[config.mk]
export PLATFORM = sky130hd
export DESIGN_NAME = dct8_mac_sequencer
export DESIGN_NICKNAME = d
export VERILOG_FILES = /design/src/rtl/dct8_mac_sequencer.sv
export SDC_FILE = /design/constraint.sdc
export NUM_CORES = 1
export LEC_CHECK = 0
export CORE_MARGIN = 3
export CORE_UTILIZATION = 55
export CTS_BUF_LIST = sky130_fd_sc_hd__clkbuf_16
export DETAILED_ROUTE_END_ITERATION = 10
export PLACE_DENSITY = 0.75
export SKIP_CTS_REPAIR_TIMING = 1
export SLEW_MARGIN = 20
export SYNTH_ARGS = -nofsm -noshare
export SYNTH_HDL_FRONTEND = slang
export SYNTH_SLANG_ARGS = --single-unit
[constraint.sdc]
create_clock -name clk -period 14.3 [get_ports clk]
set_input_delay 2.86 -clock clk [delete_from_list [all_inputs] [get_ports clk]]
set_output_delay 2.86 -clock clk [all_outputs]
set_load 0.02 [all_outputs]
[src/rtl/dct8_mac_sequencer.sv]
// dct8_mac_sequencer
// 8-point 1D DCT, X[k] = sum_n x[n]*C[k][n], computed with one shared Q1.15
// multiplier over 64 MAC cycles. Samples arrive serially and coefficients
// leave serially, both over valid/ready handshakes.
//
// Build option: define DCT_SAT_EN to saturate the shifted accumulator to
// 16 bits. Without it, out_data is the low 16 bits of the shifted
// accumulator (two's-complement wrap).
module dct8_mac_sequencer #(
  parameter int ACC_W     = 20,
  parameter int OUT_SHIFT = 0
) (
  input  logic        clk,
  input  logic        rst_n,
  input  logic        in_valid,
  output logic        in_ready,
  input  logic [15:0] in_data,
  output logic        out_valid,
  input  logic        out_ready,
  output logic [15:0] out_data,
  output logic [2:0]  out_idx,
  output logic        busy
);

  localparam logic [1:0] ST_LOAD = 2'd0;
  localparam logic [1:0] ST_MAC  = 2'd1;
  localparam logic [1:0] ST_OUT  = 2'd2;

`ifdef DCT_SAT_EN
  localparam logic signed [ACC_W-1:0] SAT_MAX = ACC_W'(32'sd32767);
  localparam logic signed [ACC_W-1:0] SAT_MIN = ACC_W'(-32'sd32768);
`endif

  // Cosine ROM: C[k][n] = round(16384 * cos((2n+1)*k*pi/16)) for k > 0 and
  // 11585 for k = 0. The angle index m = (2n+1)*k mod 32 is folded onto the
  // first quadrant so only nine magnitudes need storing.
  function automatic logic signed [15:0] coef_lookup(input logic [2:0] k,
                                                     input logic [2:0] n);
    logic [4:0]  m;
    logic [3:0]  idx;
    logic        neg;
    logic [15:0] mag;
    m = {1'b0, n, 1'b1} * {2'b00, k};
    if (m <= 5'd8) begin
      idx = m[3:0];
      neg = 1'b0;
    end else if (m <= 5'd16) begin
      idx = 4'(5'd16 - m);
      neg = 1'b1;
    end else if (m <= 5'd24) begin
      idx = 4'(m - 5'd16);
      neg = 1'b1;
    end else begin
      idx = 4'(6'd32 - {1'b0, m});
      neg = 1'b0;
    end
    case (idx)
      4'd0:    mag = 16'd16384;
      4'd1:    mag = 16'd16069;
      4'd2:    mag = 16'd15137;
      4'd3:    mag = 16'd13623;
      4'd4:    mag = 16'd11585;
      4'd5:    mag = 16'd9102;
      4'd6:    mag = 16'd6270;
      4'd7:    mag = 16'd3196;
      4'd8:    mag = 16'd0;
      default: mag = 16'd0;
    endcase
    if (k == 3'd0) begin
      coef_lookup = 16'sd11585;
    end else if (neg) begin
      coef_lookup = -$signed(mag);
    end else begin
      coef_lookup = $signed(mag);
    end
  endfunction

  logic [1:0]              state_r;
  logic [2:0]              cnt_r;
  logic [2:0]              k_r;
  logic signed [ACC_W-1:0] acc_r;
  logic [15:0]             x_r [0:7];
  logic                    in_ready_r;
  logic                    out_valid_r;
  logic                    busy_r;
  logic [15:0]             out_data_r;
  logic [2:0]              out_idx_r;

  logic signed [15:0]      coef_s;
  logic signed [31:0]      prod_s;
  logic signed [15:0]      p_s;
  logic signed [ACC_W-1:0] p_ext_s;
  logic signed [ACC_W-1:0] acc_next_s;
  logic signed [ACC_W-1:0] shifted_s;
  logic [15:0]             out_next_s;

  // Shared multiplier, accumulator update and output reduction.
  always_comb begin
    coef_s  = coef_lookup(k_r, cnt_r);
    prod_s  = $signed({{16{x_r[cnt_r][15]}}, x_r[cnt_r]}) *
              $signed({{16{coef_s[15]}}, coef_s});
    p_s     = 16'(prod_s >>> 15);
    p_ext_s = {{(ACC_W-16){p_s[15]}}, p_s};
    if (cnt_r == 3'd0) begin
      acc_next_s = p_ext_s;
    end else begin
      acc_next_s = acc_r + p_ext_s;
    end
    shifted_s = acc_next_s >>> OUT_SHIFT;
`ifdef DCT_SAT_EN
    if (shifted_s > SAT_MAX) begin
      out_next_s = 16'h7FFF;
    end else if (shifted_s < SAT_MIN) begin
      out_next_s = 16'h8000;
    end else begin
      out_next_s = 16'(shifted_s);
    end
`else
    out_next_s = 16'(shifted_s);
`endif
  end

  // Sequencer: load eight samples, run eight MACs per k, hold each result.
  always_ff @(posedge clk or negedge rst_n) begin
    if (!rst_n) begin
      state_r     <= ST_LOAD;
      cnt_r       <= 3'd0;
      k_r         <= 3'd0;
      acc_r       <= '0;
      in_ready_r  <= 1'b1;
      out_valid_r <= 1'b0;
      busy_r      <= 1'b0;
      out_data_r  <= 16'd0;
      out_idx_r   <= 3'd0;
      for (int i = 0; i < 8; i++) begin
        x_r[i] <= 16'd0;
      end
    end else begin
      case (state_r)
        ST_LOAD: begin
          if (in_valid && in_ready_r) begin
            x_r[cnt_r] <= in_data;
            cnt_r      <= cnt_r + 3'd1;
            if (cnt_r == 3'd7) begin
              k_r        <= 3'd0;
              in_ready_r <= 1'b0;
              busy_r     <= 1'b1;
              state_r    <= ST_MAC;
            end
          end
        end
        ST_MAC: begin
          acc_r <= acc_next_s;
          cnt_r <= cnt_r + 3'd1;
          if (cnt_r == 3'd7) begin
            out_data_r  <= out_next_s;
            out_idx_r   <= k_r;
            out_valid_r <= 1'b1;
            state_r     <= ST_OUT;
          end
        end
        ST_OUT: begin
          if (out_ready) begin
            out_valid_r <= 1'b0;
            if (k_r == 3'd7) begin
              k_r        <= 3'd0;
              in_ready_r <= 1'b1;
              busy_r     <= 1'b0;
              state_r    <= ST_LOAD;
            end else begin
              k_r     <= k_r + 3'd1;
              state_r <= ST_MAC;
            end
          end
        end
        default: begin
          state_r     <= ST_LOAD;
          cnt_r       <= 3'd0;
          k_r         <= 3'd0;
          in_ready_r  <= 1'b1;
          out_valid_r <= 1'b0;
          busy_r      <= 1'b0;
        end
      endcase
    end
  end

  assign in_ready  = in_ready_r;
  assign out_valid = out_valid_r;
  assign out_data  = out_data_r;
  assign out_idx   = out_idx_r;
  assign busy      = busy_r;

endmodule

Word level (Yosys, flattened, before mapping)
Memory sizes are Yosys's and may differ from the RTL's.
Index checks and enable logic that the tools add are counted.
{ "totals": {"mem_bits_ro": 240, "out_inout_bits": 22, "memories": 1, "wordCells": 97, "reg_bits": 178} }
{ "mem_list": {"columns": ["memory", "depth", "word_bits", "rd", "rd_clocked_by_memory_dff", "write_ports", "line", "rtl"], "rows": [
  ["(no name shown)", 16, 15, 1, 0, 0, "57", "case (idx)"]
]} }
{ "classes": {"add_sub_neg": 7, "n_reduce_logical": 12, "multipliers": 2, "n_eq_ne": 9, "n_bitwise": 4, "n_lt_le_gt_ge": 5, "n_mux": 40} }
{ "op_table": {"columns": ["operator", "count"], "rows": [
  ["128-bit bitwise mux", 1],
  ["16-bit 2-to-1 mux", 5],
  ["16-bit binary-select mux with 3-bit select", 1],
  ["16-bit demux with 3-bit select", 1],
  ["16-bit by 16-bit multiplier with 31-bit output", 1],
  ["20-bit by 16-bit adder with 20-bit output", 1],
  ["20-bit 2-to-1 mux", 1],
  ["3-bit one-hot mux with 3 select lines", 2],
  ["16-bit negation", 1],
  ["3-bit 2-to-1 mux", 5],
  ["1-bit 2-to-1 mux", 13],
  ["4-bit 2-to-1 mux", 3],
  ["5-bit less-or-equal comparator (second input constant)", 2],
  ["2-bit != test (second input constant)", 5],
  ["1-bit one-hot mux with 3 select lines", 3],
  ["2-bit 2-to-1 mux", 4],
  ["4-bit AND reduction", 2],
  ["1-bit by 4-bit subtractor with 4-bit output (first input constant)", 2],
  ["3-bit by 1-bit adder with 3-bit output (second input constant)", 2],
  ["3-bit equality test (second input constant)", 2],
  ["3-bit zero test", 2],
  ["2-bit one-hot mux with 3 select lines", 1],
  ["2-bit AND reduction", 3],
  ["5-bit by 4-bit less-or-equal comparator with 1-bit output (second input constant)", 1],
  ["other kinds (12)", 15]
]} }

Logic depth before layout (Yosys ltp)
Gate-level depths: netlist (run 1).
An unclocked memory read counts as a cell.
{ "depth": {"depth_word": 12, "mapped_depth": 61} }

Worst setup path after synthesis (run 1)
No wires, ideal clock.
{ "synth_path": {"path_kind": "flip-flop to flip-flop", "from": "register cnt_r[2]", "to": "register acc_r[15]", "t_required_ps": 14169, "period_less_slack_ps": 13635, "t_arrival_ps": 13504, "path_slack_ps": 665, "setup_time_ps": 131, "stages_incl_launch_ff": 60, "path_buffers": 8, "path_cell_list": "dfrtp_1 -> buf_6 -> buf_2 -> buf_1 -> buf_1 -> clkbuf_1 -> nand2_1 -> fa_1 -> inv_1 -> fa_1 -> xor2_1 -> xnor3_2 -> or3b_4 -> a21oi_4 -> or2_1 -> buf_4 -> inv_2 -> ha_1 -> [24 not listed] -> o21ai_0 -> or3_1 -> a21oi_2 -> or3_1 -> a21oi_1 -> or3_1 -> and2_1 -> ha_1 -> a21o_1 -> a21oi_1 -> a21oi_1 -> a311oi_1 -> nor3_1 -> a31oi_1 -> xor2_1 -> nor2_1 -> xnor3_1 -> o21ai_1"} }
{ "synth_between": {"elab_chain_len": 12} }
{ "synth_lines": {"columns": ["item", "line", "rtl"], "rows": [
  ["start: declaration", "79", "logic [2:0] cnt_r;"],
  ["start signal: assignment", "143", "cnt_r <= cnt_r + 3'd1;"],
  ["start signal: assignment", "154", "cnt_r <= cnt_r + 3'd1;"],
  ["4-bit by 3-bit multiplier with 5-bit output", "43", "m = {1'b0, n, 1'b1} * {2'b00, k};"],
  ["1-bit by 4-bit subtractor with 4-bit output, or another cell as far along", "48, 54", null],
  ["4-bit 2-to-1 mux", "50", "end else if (m <= 5'd24) begin"],
  ["4-bit 2-to-1 mux", "47", "end else if (m <= 5'd16) begin"],
  ["4-bit 2-to-1 mux", "44", "if (m <= 5'd8) begin"],
  ["memory 16 x 15 bit", null, null],
  ["16-bit negation", "72", "coef_lookup = -$signed(mag);"],
  ["16-bit 2-to-1 mux", "71", "end else if (neg) begin"],
  ["16-bit 2-to-1 mux", "69", "if (k == 3'd0) begin"],
  ["16-bit by 16-bit multiplier with 31-bit output", "100", "prod_s = $signed({{16{x_r[cnt_r][15]}}, x_r[cnt_r]}) *"],
  ["20-bit by 16-bit adder with 20-bit output", "107", "acc_next_s = acc_r + p_ext_s;"],
  ["20-bit 2-to-1 mux *", "104", "if (cnt_r == 3'd0) begin"],
  ["end signal: assignment", "153", "acc_r <= acc_next_s;"],
  ["end: declaration", "81", "logic signed [ACC_W-1:0] acc_r;"]
]} }
Every way passes the cells marked *; elsewhere a longest branch is shown, timed or not. The select of a mux whose other input is x is not followed.
A chain may end at the register's enable or synchronous reset.

Final worst setup path (run 1)
{ "layout_path": {"from": "register k_r[0]", "to": "register acc_r[15]"} }
{ "layout_between": {"elab_chain_len": 12} }
{ "layout_lines": {"columns": ["item", "line", "rtl"], "rows": [
  ["start: declaration", "80", "logic [2:0] k_r;"],
  ["start signal: assignment", "171", "k_r <= k_r + 3'd1;"],
  ["4-bit by 3-bit multiplier with 5-bit output", "43", null],
  ["1-bit by 4-bit subtractor with 4-bit output, or another cell as far along", "48, 54", null],
  ["4-bit 2-to-1 mux", "50", null],
  ["4-bit 2-to-1 mux", "47", null],
  ["4-bit 2-to-1 mux", "44", null],
  ["memory 16 x 15 bit", null, null],
  ["16-bit negation", "72", null],
  ["16-bit 2-to-1 mux", "71", null],
  ["16-bit 2-to-1 mux *", "69", null],
  ["16-bit by 16-bit multiplier with 31-bit output *", "100", null],
  ["20-bit by 16-bit adder with 20-bit output", "107", null],
  ["20-bit 2-to-1 mux *", "104", null]
]} }
Every way passes the cells marked *; elsewhere a longest branch is shown, timed or not.

==> flow_summary.ini, run 1 <==
[final_layout]
drive_gt1_frac = 0.1247
insertedDiodeCount = 0
nNetsFinal = 2312
synthToLayoutAreaGrowth_pct = 7.939

[die]
initial_utilization = 0.5668
num_rows = 66
die_x_um = 190.5
die_area_sq_um = 36290
pin_count = 42
core_sq_um = 33030
die_h_um = 190.5

[place]
dpl.hpwl_um = 35860
routabilityCongestion = 0.9935
port_buffers = 41

[detailed_routing]
drtIter0Drc = 1045
antenna_left = 0
first_pass_iters = 8
via_per_inst = 5.812
drcViolationCount = 0
wl_per_cell_um = 19.37
vias = 13843
drt_wl_total_um = 46130

[synth]
synthSimpleGateAreaFrac = 0.1182
ys_top_cells_by_count = 319 x inv_1, 259 x fa_1, 248 x nand2_1
synth_cells = 1919
syn_nets = 2304
ys.flop_type = dfrtp_1
syn_avg_cell_area_sq_um = 9.756
async_flop_share = 1.000
yosysTopAreaCell = fa_1
synthTopCellsByArea = fa_1 28%, dfrtp_1 23%, mux2_2 8.1%, ha_1 7.1%, inv_1 6.4%
ys_seq_elements = 174
synth.most_common_cell = inv_1
synth_top_area_share = 0.2769
synth-xor-area-share = 0.02820
synth_mux_area_frac = 0.1073
yosys_warnings = 0
yosysUniqueCellTypes = 87
synth_edf_count = 0
synthAdderAreaFrac = 0.3478
netlist_area_sq_um = 18720
synth_compound_area_frac = 0.08361
synth_top_family_by_area = adder cells
seq_area_frac_synth = 0.2326

[grt]
grt_util_all_layers = 0.2708
overflow = 0
grt_pass1_vias = 14748
grt_pass1_wl_um = 77310
grt_max_degree = 104
antenna_found_initial = 0

[status]
status = finished, final reports clean

[worst_setup_path]
crit_type = reg2reg
crit_path_max_incr_delay_ps = 550
setup.worst_path.start_class = register
critPathCaptureType = register
crit_fanout = 17
cp_data_arrival_time_ps = 13800
worst_path_most_repeated_cell = fa_1
cp_slowest_cell = fa_1
worstPathRequired_ps = 14670

[sta]
period_share = 0.9394
max_freq_mhz = 74.44
worst_pin_slew_ps = 1118
slew_headroom = 0.2491
drv_slew = 0
setup_violations = 0
skew_ps = 10.20
fin_tns_setup_ps = 0
rsz0062_at_grt = false
hold_viol = 0
post-route-min-period_ps = 13430

[clock_tree]
htree_levels = 4
cts_buffer_depth = 2
clkSinkCount = 174
cts_buffers = 17
cts_root_buffer = clkbuf_16
cts_tree = done
clock_latency_ps = 450
clk_pin_slew_worst_paths_ps = 80

[hold_path]
hp-class = reg2reg

[job]
max_cap_viol_count = 0
## sequential cells by signal, summed over array words and instances, names as in the netlist
name / flops
busy: 1
out_valid: 1
state_r: 2
in_ready: 1
x_r: 128
out_data: 16
k_r: 3
acc_r: 16
cnt_r: 3
out_idx: 3
## worst paths after layout
kind / from / endpoint / slack (ps) / depth (start not counted)
hold / removal: out_data[6] / out_data[6] / 480 / 2
hold reg to reg: out_data[6] / out_data[6] / 480 / 2
setup reg to reg: k_r[0] / acc_r[15] / 870 / 53
setup / recovery: k_r[0] / acc_r[15] / 870 / 53
min in group asynchronous: rst_n / out_data[13] / 2510 / 1
max in group asynchronous: rst_n / cnt_r[2] / 10230 / 2
## kinds of logic after synthesis
logic type | count (synthesis)
buf+inv | 403
simple gates | 520
mux | 169
xor+xnor | 54
flops | 174
fa+ha+maj | 365
compound gates | 234
## layer usage
metal,GRT usage,part of all wire,up-vias
met5,0,0,-
met4,0.07367,0.026,0
met3,0.04871,0.070,75
met2,0.4471,0.49,491
met1,0.3727,0.42,7132
li1,-,-,6145
## area by class of cell
| cell class | instances | area (sq um) |
|---|---|---|
| multi-input cells | 1342 | 12840 |
| well taps | 442 | 553.0 |
| repair buffers | 69 | 621.8 |
| fillers | 2740 | 12820 |
| flip-flops and latches | 174 | 4357 |
| clock inverters | 15 | 201.4 |
| clock buffers | 17 | 425.4 |
| inverters | 323 | 1212 |
## metrics by stage
stage	hold WS (ps)	instances	instance area (sq um)	setup WS (ps)	utilization
floorplan	456.3	1919	18720	664.9	-
global placement	460.9	2350	19570	1085	0.5925
CTS	487.5	2382	20200	640.7	0.6114
finish	482.5	2382	20210	867.2	0.6118
global route	512.5	2382	20210	101.0	0.6118
detailed placement	469.1	2350	19570	690.6	0.5925
## worst max-delay path, delay by kind of cell (launching register included)
family,cells,cell delay (ps)
DFF,1,330
muxes,1,130
buffers and inverters,7,520
adders and majority gates,13,5590
xor gates and xnor gates,5,1280
and+or+nand+nor,14,2970
AOI/OAI and AO/OA,13,2470
## layout by cell type (no fill, tap or decap), drive strengths merged, types with 4 or more instances in the layout
| cell type | n |
|---|---|
| buf | 29 |
| nor2 | 168 |
| mux2 | 134 |
| xor2 | 19 |
| o221ai | 7 |
| dfrtp | 173 |
| ha | 106 |
| a221o | 4 |
| nor2b | 10 |
| inv | 331 |
| nand2b | 7 |
| clkdlybuf4s50 | 40 |
| xnor2 | 33 |
| o22ai | 14 |
| clkbuf | 17 |
| mux2i | 24 |
| o31ai | 4 |
| mux4 | 11 |
| o21ai | 77 |
| nand2 | 249 |
| nand3 | 15 |
| or3 | 6 |
| clkinv | 7 |
| nor3 | 24 |
| and3 | 5 |
| and2 | 21 |
| o21bai | 5 |
| a211oi | 8 |
| a31oi | 9 |
| fa | 259 |
| a21oi | 48 |
| a21o | 15 |
| o21a | 8 |
Power of run 1 is not shown: default switching activity piles up to over one toggle a cycle in this logic, so the estimate is an artifact.
==> run 2, diff against run 1 <==
--- a/config.mk
+++ b/config.mk
@@ -9,9 +9,9 @@
 export CORE_UTILIZATION = 55
 export CTS_BUF_LIST = sky130_fd_sc_hd__clkbuf_16
 export DETAILED_ROUTE_END_ITERATION = 10
-export PLACE_DENSITY = 0.75
+export PLACE_DENSITY = 0.72
 export SKIP_CTS_REPAIR_TIMING = 1
-export SLEW_MARGIN = 20
+export SLEW_MARGIN = 10
 export SYNTH_ARGS = -nofsm -noshare
 export SYNTH_HDL_FRONTEND = slang
 export SYNTH_SLANG_ARGS = --single-unit
==> constraint.sdc (replaced) <==
create_clock -name clk -period 12.5 [get_ports clk]
set_input_delay 2.5 -clock clk [delete_from_list [all_inputs] [get_ports clk]]
set_output_delay 2.5 -clock clk [all_outputs]
set_load 0.02 [all_outputs]
==> run 2 against run 1 <==
Effect of this change:
- hold slack improved by 0.61 ps
- register-to-register slack got worse by 380 ps
- via count increased by 1.2%
- final cell count increased by 1.6%
- largest cell class unchanged
- cell area increased by 2.1%
- sequential share of layout area decreased by 0.45 points
- setup slack got worse by 380 ps
==> flow_summary.ini, run 2 (synthesis gave the netlist of run 1 again) <==
[die]
core_sq_um = 33030
die_h_um = 190.5
num_rows = 66
die_x_um = 190.5
initial_utilization = 0.5668
pin_count = 42
die_area_sq_um = 36290

[clock_tree]
clock_latency_ps = 450
cts_root_buffer = clkbuf_16
clk_pin_slew_worst_paths_ps = 80
cts_tree = done
cts_buffers = 17
clkSinkCount = 174
htree_levels = 4
cts_buffer_depth = 2

[detailed_routing]
via_per_inst = 5.785
drt_wl_total_um = 47420
wl_per_cell_um = 19.59
vias = 14006
drtIter0Drc = 1059
first_pass_iters = 6
antenna_left = 0
drcViolationCount = 0

[worst_setup_path]
cp_data_arrival_time_ps = 12390
cp-startpoint = k_r[0]
worst-r2r-cell-count = 52
worst_path_most_repeated_cell = fa_1
worstPathRequired_ps = 12870
critPathCaptureType = register
crit-reg2reg-launch = k_r[0]
setup.worst_path.start_class = register
crit_fanout = 5
cp_slowest_cell = fa_1
crit_type = reg2reg
crit_path_max_incr_delay_ps = 590

[status]
status = finished, final reports clean

[grt]
overflow = 0
antenna_found_initial = 0
grt_pass1_wl_um = 78960
grt_max_degree = 98
grt_pass1_vias = 15016
grt_util_all_layers = 0.2781

[final_layout]
ff_latch_area_sq_um = 4358
nNetsFinal = 2352
fillers = 2773
synthToLayoutAreaGrowth_pct = 10.26
drive_gt1_frac = 0.1561
multi_input_area_sq_um = 13010
top_register = x_r
insertedDiodeCount = 0
utilization = 0.6249
final-instance-count-excl-fill = 2421
final_common_cell = inv_1
largest_reg_flops = 128
final_cell_mix = 319 x inv_1, 259 x fa_1, 245 x nand2_1, 171 x dfrtp_1, 164 x nor2_1

[sta]
max_freq_mhz = 83.23
skew_ps = 12.01
post-route-min-period_ps = 12020
worst_pin_slew_ps = 1019
slew_headroom = 0.3188
drv_slew = 0
fin_tns_setup_ps = 0
setup_violations = 0
period_share = 0.9612
hold_viol = 0

[place]
routabilityCongestion = 0.9601
dpl.hpwl_um = 36470
dp_cells = 2376
port_buffers = 41

[hold_path]
hp-start = out_data[5]
hold_depth = 2
hp-class = reg2reg

[job]
max_cap_viol_count = 0
[run 2: metrics by stage]
step / hold slack, ps / cell area (sq um) / worst slack, ps
final: 483.1 / 20640 / 484.8
after global routing: 514.1 / 20640 / -137.0
after CTS: 489.6 / 20350 / -183.9
after detailed placement: 471.2 / 19780 / -49.00
after global placement: 464.4 / 19780 / 276.7
after floorplan: 456.3 / 18800 / 30.35
[run 2: area by class of cell]
cell class              instances  area share
inverters                     323     0.05873
repair buffers                109     0.04540
flip-flops and latches        174      0.2111
well taps                     442     0.02679
clock inverters                14    0.007031
multi-input cells            1342      0.6303
clock buffers                  17     0.02061
[run 2: worst paths after layout]
check / to / slack [ps]
min in group asynchronous: acc_r[15] / 2150
hold / removal: out_data[5] / 480
max in group asynchronous: cnt_r[0] / 8740
hold reg to reg: out_data[5] / 480
setup / recovery: out_data[15] / 480
setup reg to reg: out_data[15] / 480
[run 2: layer usage]
metal / wire length, um / GRT usage
met1: 20030 / 0.3775
met2: 23020 / 0.4633
met3: 2905 / 0.03805
met4: 1468 / 0.09681
met5: 0 / 0
[run 2: critical path: cells and delay by family, from the launching register on]
kind	cells	cell delay [ps]
AO/OA/AOI/OAI	9	1630
multiplexers	1	90
AND/OR/NAND/NOR	16	3270
flip-flops	1	370
adder cells (fa/ha/maj)	13	5180
buffers and inverters	9	680
XOR/XNOR	4	730
Power of run 2 is left out for the same reason.
